File: config.mk
export PLATFORM = sky130hd
export DESIGN_NAME = muldiv_unit_flat
export DESIGN_NICKNAME = d
export VERILOG_FILES = /design/src/rtl/muldiv_unit_if.sv /design/src/rtl/muldiv_unit.sv /design/src/flat_wrapper.sv
export SDC_FILE = /design/constraint.sdc
export NUM_CORES = 1
export LEC_CHECK = 0
export CAP_MARGIN = 10
export CELL_PAD_IN_SITES_DETAIL_PLACEMENT = 0
export CELL_PAD_IN_SITES_GLOBAL_PLACEMENT = 1
export CORE_AREA = 4 4 212 152
export CTS_CLUSTER_SIZE = 28
export DETAILED_ROUTE_END_ITERATION = 6
export DIE_AREA = 0 0 216 156
export PLACE_DENSITY_LB_ADDON = 0.3
export SLEW_MARGIN = 25
export SYNTH_ARGS = -nofsm -noshare
export SYNTH_HDL_FRONTEND = slang
export SYNTH_SLANG_ARGS = --single-unit
File: constraint.sdc
create_clock -name clk -period 3.1 [get_ports clk]
set_input_delay 0.31 -clock clk [delete_from_list [all_inputs] [get_ports clk]]
set_output_delay 0.31 -clock clk [all_outputs]
set_load 0.05 [all_outputs]
File: src/rtl/muldiv_unit_if.sv
// Start/busy/done handshake, operands and HI/LO result bundle of muldiv_unit.
interface muldiv_unit_if #(
  parameter int WIDTH = 32
);
  logic             start;
  logic [2:0]       op;
  logic [WIDTH-1:0] a;
  logic [WIDTH-1:0] b;
  logic             busy;
  logic             done;
  logic             div_by_zero;
  logic [WIDTH-1:0] hi;
  logic [WIDTH-1:0] lo;

  modport master (output start, op, a, b, input busy, done, div_by_zero, hi, lo);
  modport slave  (input start, op, a, b, output busy, done, div_by_zero, hi, lo);
endinterface

File: src/rtl/muldiv_unit.sv
// Multi-cycle shift-add multiplier / restoring divider with architectural HI/LO.
// Define MULDIV_DIV_EN to build the divider (ops 2/3); otherwise they act as reserved ops.
module muldiv_unit #(
  parameter int WIDTH = 32
) (
  input  logic         clk,
  input  logic         reset,
  muldiv_unit_if.slave bus
);
  localparam int CNT_W = $clog2(WIDTH + 1);

  localparam logic [2:0] OP_MULTU = 3'd0;
  localparam logic [2:0] OP_MULT  = 3'd1;
  localparam logic [2:0] OP_MTHI  = 3'd4;
  localparam logic [2:0] OP_MTLO  = 3'd5;
`ifdef MULDIV_DIV_EN
  localparam logic [2:0] OP_DIVU  = 3'd2;
  localparam logic [2:0] OP_DIV   = 3'd3;
`endif

  typedef enum logic [1:0] {S_IDLE, S_CALC, S_FINISH} state_t;

  state_t               state_q, state_d;
  logic [CNT_W-1:0]     cnt_q, cnt_d;
  logic [2*WIDTH-1:0]   p_q, p_d;
  logic [WIDTH-1:0]     opnd_q, opnd_d;
  logic                 neg_lo_q, neg_lo_d;
  logic [WIDTH-1:0]     hi_q, hi_d, lo_q, lo_d;
  logic                 busy_q, busy_d;
  logic                 done_q, done_d;
  logic                 dbz_q, dbz_d;
  logic                 pend_q, pend_d;
  logic                 pend_dbz_q, pend_dbz_d;
`ifdef MULDIV_DIV_EN
  logic                 is_div_q, is_div_d;
  logic                 neg_hi_q, neg_hi_d;
  logic [WIDTH:0]       div_trial_s;
`endif

  logic                 accept_s;
  logic                 sgn_s;
  logic [WIDTH-1:0]     a_mag_s, b_mag_s;
  logic [WIDTH:0]       mul_sum_s;
  logic [2*WIDTH-1:0]   step_s;
  logic [2*WIDTH-1:0]   fin_p_s;
  logic [WIDTH-1:0]     fin_hi_s, fin_lo_s;

  function automatic logic [WIDTH-1:0] magnitude(input logic [WIDTH-1:0] v, input logic sgn);
    return (sgn && v[WIDTH-1]) ? -v : v;
  endfunction

  // Operand conditioning, one iteration step and sign-corrected result
  always_comb begin
    accept_s = bus.start && !busy_q;
    sgn_s    = (bus.op == OP_MULT);
`ifdef MULDIV_DIV_EN
    if (bus.op == OP_DIV) begin
      sgn_s = 1'b1;
    end else begin
      sgn_s = (bus.op == OP_MULT);
    end
`endif
    a_mag_s   = magnitude(bus.a, sgn_s);
    b_mag_s   = magnitude(bus.b, sgn_s);
    mul_sum_s = {1'b0, p_q[2*WIDTH-1:WIDTH]} + (p_q[0] ? {1'b0, opnd_q} : {(WIDTH+1){1'b0}});
    step_s    = {mul_sum_s, p_q[WIDTH-1:1]};
    fin_p_s   = neg_lo_q ? -p_q : p_q;
    fin_hi_s  = fin_p_s[2*WIDTH-1:WIDTH];
    fin_lo_s  = fin_p_s[WIDTH-1:0];
`ifdef MULDIV_DIV_EN
    // Restoring step: a borrow out of the trial subtraction keeps the old partial remainder
    div_trial_s = p_q[2*WIDTH-1:WIDTH-1] - {1'b0, opnd_q};
    if (is_div_q) begin
      if (div_trial_s[WIDTH]) begin
        step_s = {p_q[2*WIDTH-2:0], 1'b0};
      end else begin
        step_s = {div_trial_s[WIDTH-1:0], p_q[WIDTH-2:0], 1'b1};
      end
      fin_lo_s = neg_lo_q ? -p_q[WIDTH-1:0] : p_q[WIDTH-1:0];
      fin_hi_s = neg_hi_q ? -p_q[2*WIDTH-1:WIDTH] : p_q[2*WIDTH-1:WIDTH];
    end else begin
      step_s = {mul_sum_s, p_q[WIDTH-1:1]};
    end
`endif
  end

  // Next-state and register-update logic
  always_comb begin
    state_d    = state_q;
    cnt_d      = cnt_q;
    p_d        = p_q;
    opnd_d     = opnd_q;
    neg_lo_d   = neg_lo_q;
    hi_d       = hi_q;
    lo_d       = lo_q;
    busy_d     = busy_q;
    done_d     = pend_q;
    dbz_d      = pend_dbz_q;
    pend_d     = 1'b0;
    pend_dbz_d = 1'b0;
`ifdef MULDIV_DIV_EN
    is_div_d   = is_div_q;
    neg_hi_d   = neg_hi_q;
`endif
    case (state_q)
      S_IDLE: begin
        if (accept_s) begin
          case (bus.op)
            OP_MULTU, OP_MULT: begin
              state_d  = S_CALC;
              busy_d   = 1'b1;
              cnt_d    = '0;
              opnd_d   = a_mag_s;
              p_d      = {{WIDTH{1'b0}}, b_mag_s};
              neg_lo_d = sgn_s && (bus.a[WIDTH-1] ^ bus.b[WIDTH-1]);
`ifdef MULDIV_DIV_EN
              is_div_d = 1'b0;
`endif
            end
`ifdef MULDIV_DIV_EN
            OP_DIVU, OP_DIV: begin
              if (bus.b == '0) begin
                pend_d     = 1'b1;
                pend_dbz_d = 1'b1;
              end else begin
                state_d  = S_CALC;
                busy_d   = 1'b1;
                cnt_d    = '0;
                opnd_d   = b_mag_s;
                p_d      = {{WIDTH{1'b0}}, a_mag_s};
                neg_lo_d = sgn_s && (bus.a[WIDTH-1] ^ bus.b[WIDTH-1]);
                neg_hi_d = sgn_s && bus.a[WIDTH-1];
                is_div_d = 1'b1;
              end
            end
`endif
            OP_MTHI: begin
              hi_d   = bus.a;
              pend_d = 1'b1;
            end
            OP_MTLO: begin
              lo_d   = bus.a;
              pend_d = 1'b1;
            end
            default: begin
              pend_d = 1'b1;
            end
          endcase
        end else begin
          state_d = S_IDLE;
        end
      end
      S_CALC: begin
        p_d   = step_s;
        cnt_d = cnt_q + CNT_W'(1);
        if (cnt_q == CNT_W'(WIDTH - 1)) begin
          state_d = S_FINISH;
        end else begin
          state_d = S_CALC;
        end
      end
      S_FINISH: begin
        state_d = S_IDLE;
        busy_d  = 1'b0;
        done_d  = 1'b1;
        hi_d    = fin_hi_s;
        lo_d    = fin_lo_s;
      end
      default: begin
        state_d = S_IDLE;
        busy_d  = 1'b0;
      end
    endcase
  end

  // State and datapath registers; reset aborts any operation in flight
  always_ff @(posedge clk or negedge reset) begin
    if (!reset) begin
      state_q    <= S_IDLE;
      cnt_q      <= '0;
      p_q        <= '0;
      opnd_q     <= '0;
      neg_lo_q   <= 1'b0;
      hi_q       <= '0;
      lo_q       <= '0;
      busy_q     <= 1'b0;
      done_q     <= 1'b0;
      dbz_q      <= 1'b0;
      pend_q     <= 1'b0;
      pend_dbz_q <= 1'b0;
`ifdef MULDIV_DIV_EN
      is_div_q   <= 1'b0;
      neg_hi_q   <= 1'b0;
`endif
    end else begin
      state_q    <= state_d;
      cnt_q      <= cnt_d;
      p_q        <= p_d;
      opnd_q     <= opnd_d;
      neg_lo_q   <= neg_lo_d;
      hi_q       <= hi_d;
      lo_q       <= lo_d;
      busy_q     <= busy_d;
      done_q     <= done_d;
      dbz_q      <= dbz_d;
      pend_q     <= pend_d;
      pend_dbz_q <= pend_dbz_d;
`ifdef MULDIV_DIV_EN
      is_div_q   <= is_div_d;
      neg_hi_q   <= neg_hi_d;
`endif
    end
  end

  assign bus.busy        = busy_q;
  assign bus.done        = done_q;
  assign bus.div_by_zero = dbz_q;
  assign bus.hi          = hi_q;
  assign bus.lo          = lo_q;
endmodule

File: src/flat_wrapper.sv
// flat-port wrapper written by rule: the top's interface ports become plain ports
module muldiv_unit_flat 
#(
  parameter int WIDTH = 32
)
  (clk, reset, bus_start, bus_op, bus_a, bus_b, bus_busy, bus_done, bus_div_by_zero, bus_hi, bus_lo);
  muldiv_unit_if #(.WIDTH(WIDTH)) bus_i ();
  input  logic clk;
  input  logic reset;
  input wire logic [$bits(bus_i.start)-1:0] bus_start;
  input wire logic [$bits(bus_i.op)-1:0] bus_op;
  input wire logic [$bits(bus_i.a)-1:0] bus_a;
  input wire logic [$bits(bus_i.b)-1:0] bus_b;
  output wire logic [$bits(bus_i.busy)-1:0] bus_busy;
  output wire logic [$bits(bus_i.done)-1:0] bus_done;
  output wire logic [$bits(bus_i.div_by_zero)-1:0] bus_div_by_zero;
  output wire logic [$bits(bus_i.hi)-1:0] bus_hi;
  output wire logic [$bits(bus_i.lo)-1:0] bus_lo;
  assign bus_i.start = bus_start;
  assign bus_i.op = bus_op;
  assign bus_i.a = bus_a;
  assign bus_i.b = bus_b;
  assign bus_busy = bus_i.busy;
  assign bus_done = bus_i.done;
  assign bus_div_by_zero = bus_i.div_by_zero;
  assign bus_hi = bus_i.hi;
  assign bus_lo = bus_i.lo;
  muldiv_unit #(.WIDTH(WIDTH)) u_core (.clk(clk), .reset(reset), .bus(bus_i));
endmodule
==> metrics.txt <==
Starting Density 38.91%; critical path class flop to flop; detailed placement HPWL approximately 32 mm; synthesized cell area 0.01164 mm²; status complete, no violations; FP Rows 53; Syn. warnings 0; Synth Flop Type dfrtp_1; setup_tns 0 ns; CTS root buffer clkbuf_16; busiest layer in global routing met1; Multi-input gate area ~0.0070 mm²; CP Buf/Inv Count 0; first-pass GRT wire length about 65 mm; First DRT Iteration DRCs about 1100; CP Capture Type flop; largest net degree at the start of global routing 84; R2R cell count 7; # diodes 0; Clock Path Buffers 2; Post-synth ARST share between 90% and 100%; share of the synthesized area in the top cell type 36.99%; worst reg2reg setup slack around 0.083 ns; final wirelength around 43 mm; slowest CP cell or4_1; Routed WL per cell about 22 µm; CP peak stage delay around 0.67 ns; vias in the first global route about 11000; register area ~0.0043 mm²; Leakage roughly 6 nW; vias 11600; Chip Width 216 µm; area leader, netlist dfrtp_1; Slew HR roughly 41%; placed insts between 1500 and 2000; Post-Syn Instances between 1000 and 1500; ranking of synthesized cells by area dfrtp_1 37%, o21ai_0 6.2%, nand2_1 5.2%, xnor2_1 4.9%, xor2_1 4.4%; syn avg cell area around 8.4 µm²; GRT Resource Usage Total roughly a quarter; H-Tree Depth 4; Die ar. around 0.034 mm²; Final Non-Filler Cells 1964; drt pass-1 iters 6; net switching power 5.052 mW; P&R area growth vs syn 24.96%; number of setup violations in the final report 0; routability cong. just over 0.9; Reg-to-Reg End u_core.bus.hi[21]; ratio of cells with drive above 1 in the final layout about a tenth; die height about 160 µm; clock power share approximately a fifth; Post-Syn Nets between 1000 and 1500; CTS tree done; Core ar. about 0.03 mm²; post-synthesis sequential area ratio 36.99%; vias per cell approximately 6; Max Clock Skew around 0.0084 ns; Int Pwr about 6.3 mW; RSZ-0062 raised after global routing no; CP Max Fanout 5; # IOs 137; Power Density a little under 800 mW/mm²; cell chain of the critical path or4_4 > or4_4 > or4_1 > o31ai_2 > nand2b_1 > xnor2_1 > a21oi_1; Flop pwr share between 30% and 40%; GR Util met2 about a third; initial antenna violation count 0; Final period util 97.32%; fillers approximately 2900; IO Port Bufs approximately 140; Overflow after GRT 0; Hold Vio Cnt, Final 0; pins over their slew limit 0; clock sink total between 150 and 200; max cap viols 0; Critical Path AT around 3.3 ns; Worst setup SP type flop; Largest delay share family, worst path simple AND/OR/NAND/NOR gates; EDFF count, synth 0; Clk pin slew, worst setup/hold paths ~0.070 ns; fraction of power spent switching nets 44.57%; met3 usage ~6.3%; worst reg2reg startpoint u_core.p_q[18]; Seq cells post-synth around 170; Post-DRT Antenna Nets 0; utilization after layout a little under 50%; Setup Buffers After CTS 0; Slew @ Worst Pin approximately 0.9 ns; residual DRC count 0; Skew-Pair Late Insertion Delay around 0.45 ns; Critical Path RT approximately 3.4 ns; f_max ~330 MHz; VDD IR max approximately 0.32 mV; Top cell by count, worst path or4_4; min Tclk post-route ~3 ns; combinational share of power between 40 and 50%; Layout Nets approximately 1600; M1 GR Usage between 30% and 40%; Netlist cell types 73; Hold WC Path Type input port to asynchronous set/reset pin; total CTS buffers 17
==> logic make-up after synthesis <==
kind of cell               after synthesis  synth area share, %
muxes                                   19                1.634
buffers and inverters                  109                3.624
DFF                                    172                36.99
AOI/OAI and AO/OA                      434                23.36
xor gates and xnor gates               123                9.258
and+or+nand+nor                        491                21.06
other                                    1              0.03223
adders and majority gates               37                4.043
==> cell usage after synthesis (10+ instances only) <==
library cell  instances
dfrtp_1             172
nand2_1             161
o21ai_0             143
nor2_1              109
a21oi_1              97
clkbuf_1             80
xnor2_1              65
xor2_1               58
ha_1                 36
and2_1               35
nor3_1               31
a22oi_1              30
nand3_1              30
inv_1                25
o22ai_1              24
o31ai_1              21
mux2i_1              19
or3_1                19
or4_1                18
nor4_1               14
a211oi_1             11
o221ai_1             11
and3_1               10
nand4_1              10
==> power groups by stage <==
stage / Sequential, mW / Combinational, mW / Clock (mW)
2_1_floorplan: 4.05 / 2.98 / 0
3_3_place_gp: 3.83 / 5.16 / 0
3_5_place_dp: 3.83 / 5.19 / 0
4_1_cts: 3.80 / 5.22 / 2.21
5_1_grt: 3.91 / 5.80 / 2.29
6_report: 3.84 / 5.31 / 2.18
==> worst max-delay path by stage <==
stage	start	end	slack (ns)	depth (start not counted)
floorplan	u_core.p_q[0]	u_core.p_q[63]	0.06	13
global placement	bus_a[10]	u_core.opnd_q[28]	0.1	10
detailed placement	bus_a[10]	u_core.opnd_q[28]	0.03	10
CTS	u_core.p_q[18]	u_core.bus.hi[21]	0.12	7
global route	u_core.p_q[18]	u_core.bus.hi[14]	0.003	8
finish	u_core.p_q[18]	u_core.bus.hi[21]	0.08	7
==> state kept, by name (all words and copies together), names as in the netlist <==
| signal | count |
|---|---|
| u_core.bus.hi | 32 |
| u_core.neg_lo_q | 1 |
| u_core.bus.busy | 1 |
| u_core.bus.lo | 32 |
| u_core.cnt_q | 6 |
| u_core.p_q | 64 |
| u_core.bus.done | 1 |
| u_core.state_q | 2 |
| u_core.opnd_q | 32 |
| u_core.pend_q | 1 |
==> stage by stage <==
step	total power [mW]	instance area [µm²]	hold WS, ns	worst slack [ns]
floorplan	7.036	11640	0.01441	0.05618
global placement	8.986	13900	0.3327	0.09674
detailed placement	9.022	13900	0.3301	0.02888
CTS	11.23	14480	0.4290	0.1211
global route	12.00	14540	0.4500	0.003081
finish	11.34	14540	0.4179	0.08297
==> repair_timing <==
action / 4_1_cts / 5_1_grt
endpoints found under the setup margin: 0 / 16
hold endpoints to repair: 49 / 0
hold buffers: 1 / 0
resized for setup: 0 / 14
==> metal layers <==
layer	share of wire (%)	routed length (µm)
met3	9.3	3962
met5	0	0
met4	1.4	590
met1	49	21150
met2	40	17120
==> placed cells by master (no fill, tap or decap), types with 11 or more instances in the layout <==
master             n
o221ai_1          11
xnor2_1           65
nand3_1           29
inv_1             25
clkbuf_16         17
clkdlybuf4s50_1  134
nor4_1            13
o31ai_1           18
or4_1             17
o21ai_0          139
xor2_1            57
a21oi_1           94
mux2i_1           19
and2_1            35
a22oi_1           30
ha_1              36
nor3_1            30
buf_4             80
nor2_1           107
nand2_1          160
or3_1             19
dfrtp_1          172
o22ai_1           24
==> layout make-up <==
class | count | area share (%)
Clock buffer | 22 | 3.330
Clock inverter | 7 | 0.6196
Inverter | 26 | 0.6712
Multi-Input combinational cell | 1105 | 48.18
Sequential cell | 172 | 29.60
Tap cell | 412 | 3.545
Timing Repair Buffer | 220 | 14.05
(Power assumes the default switching activity.)
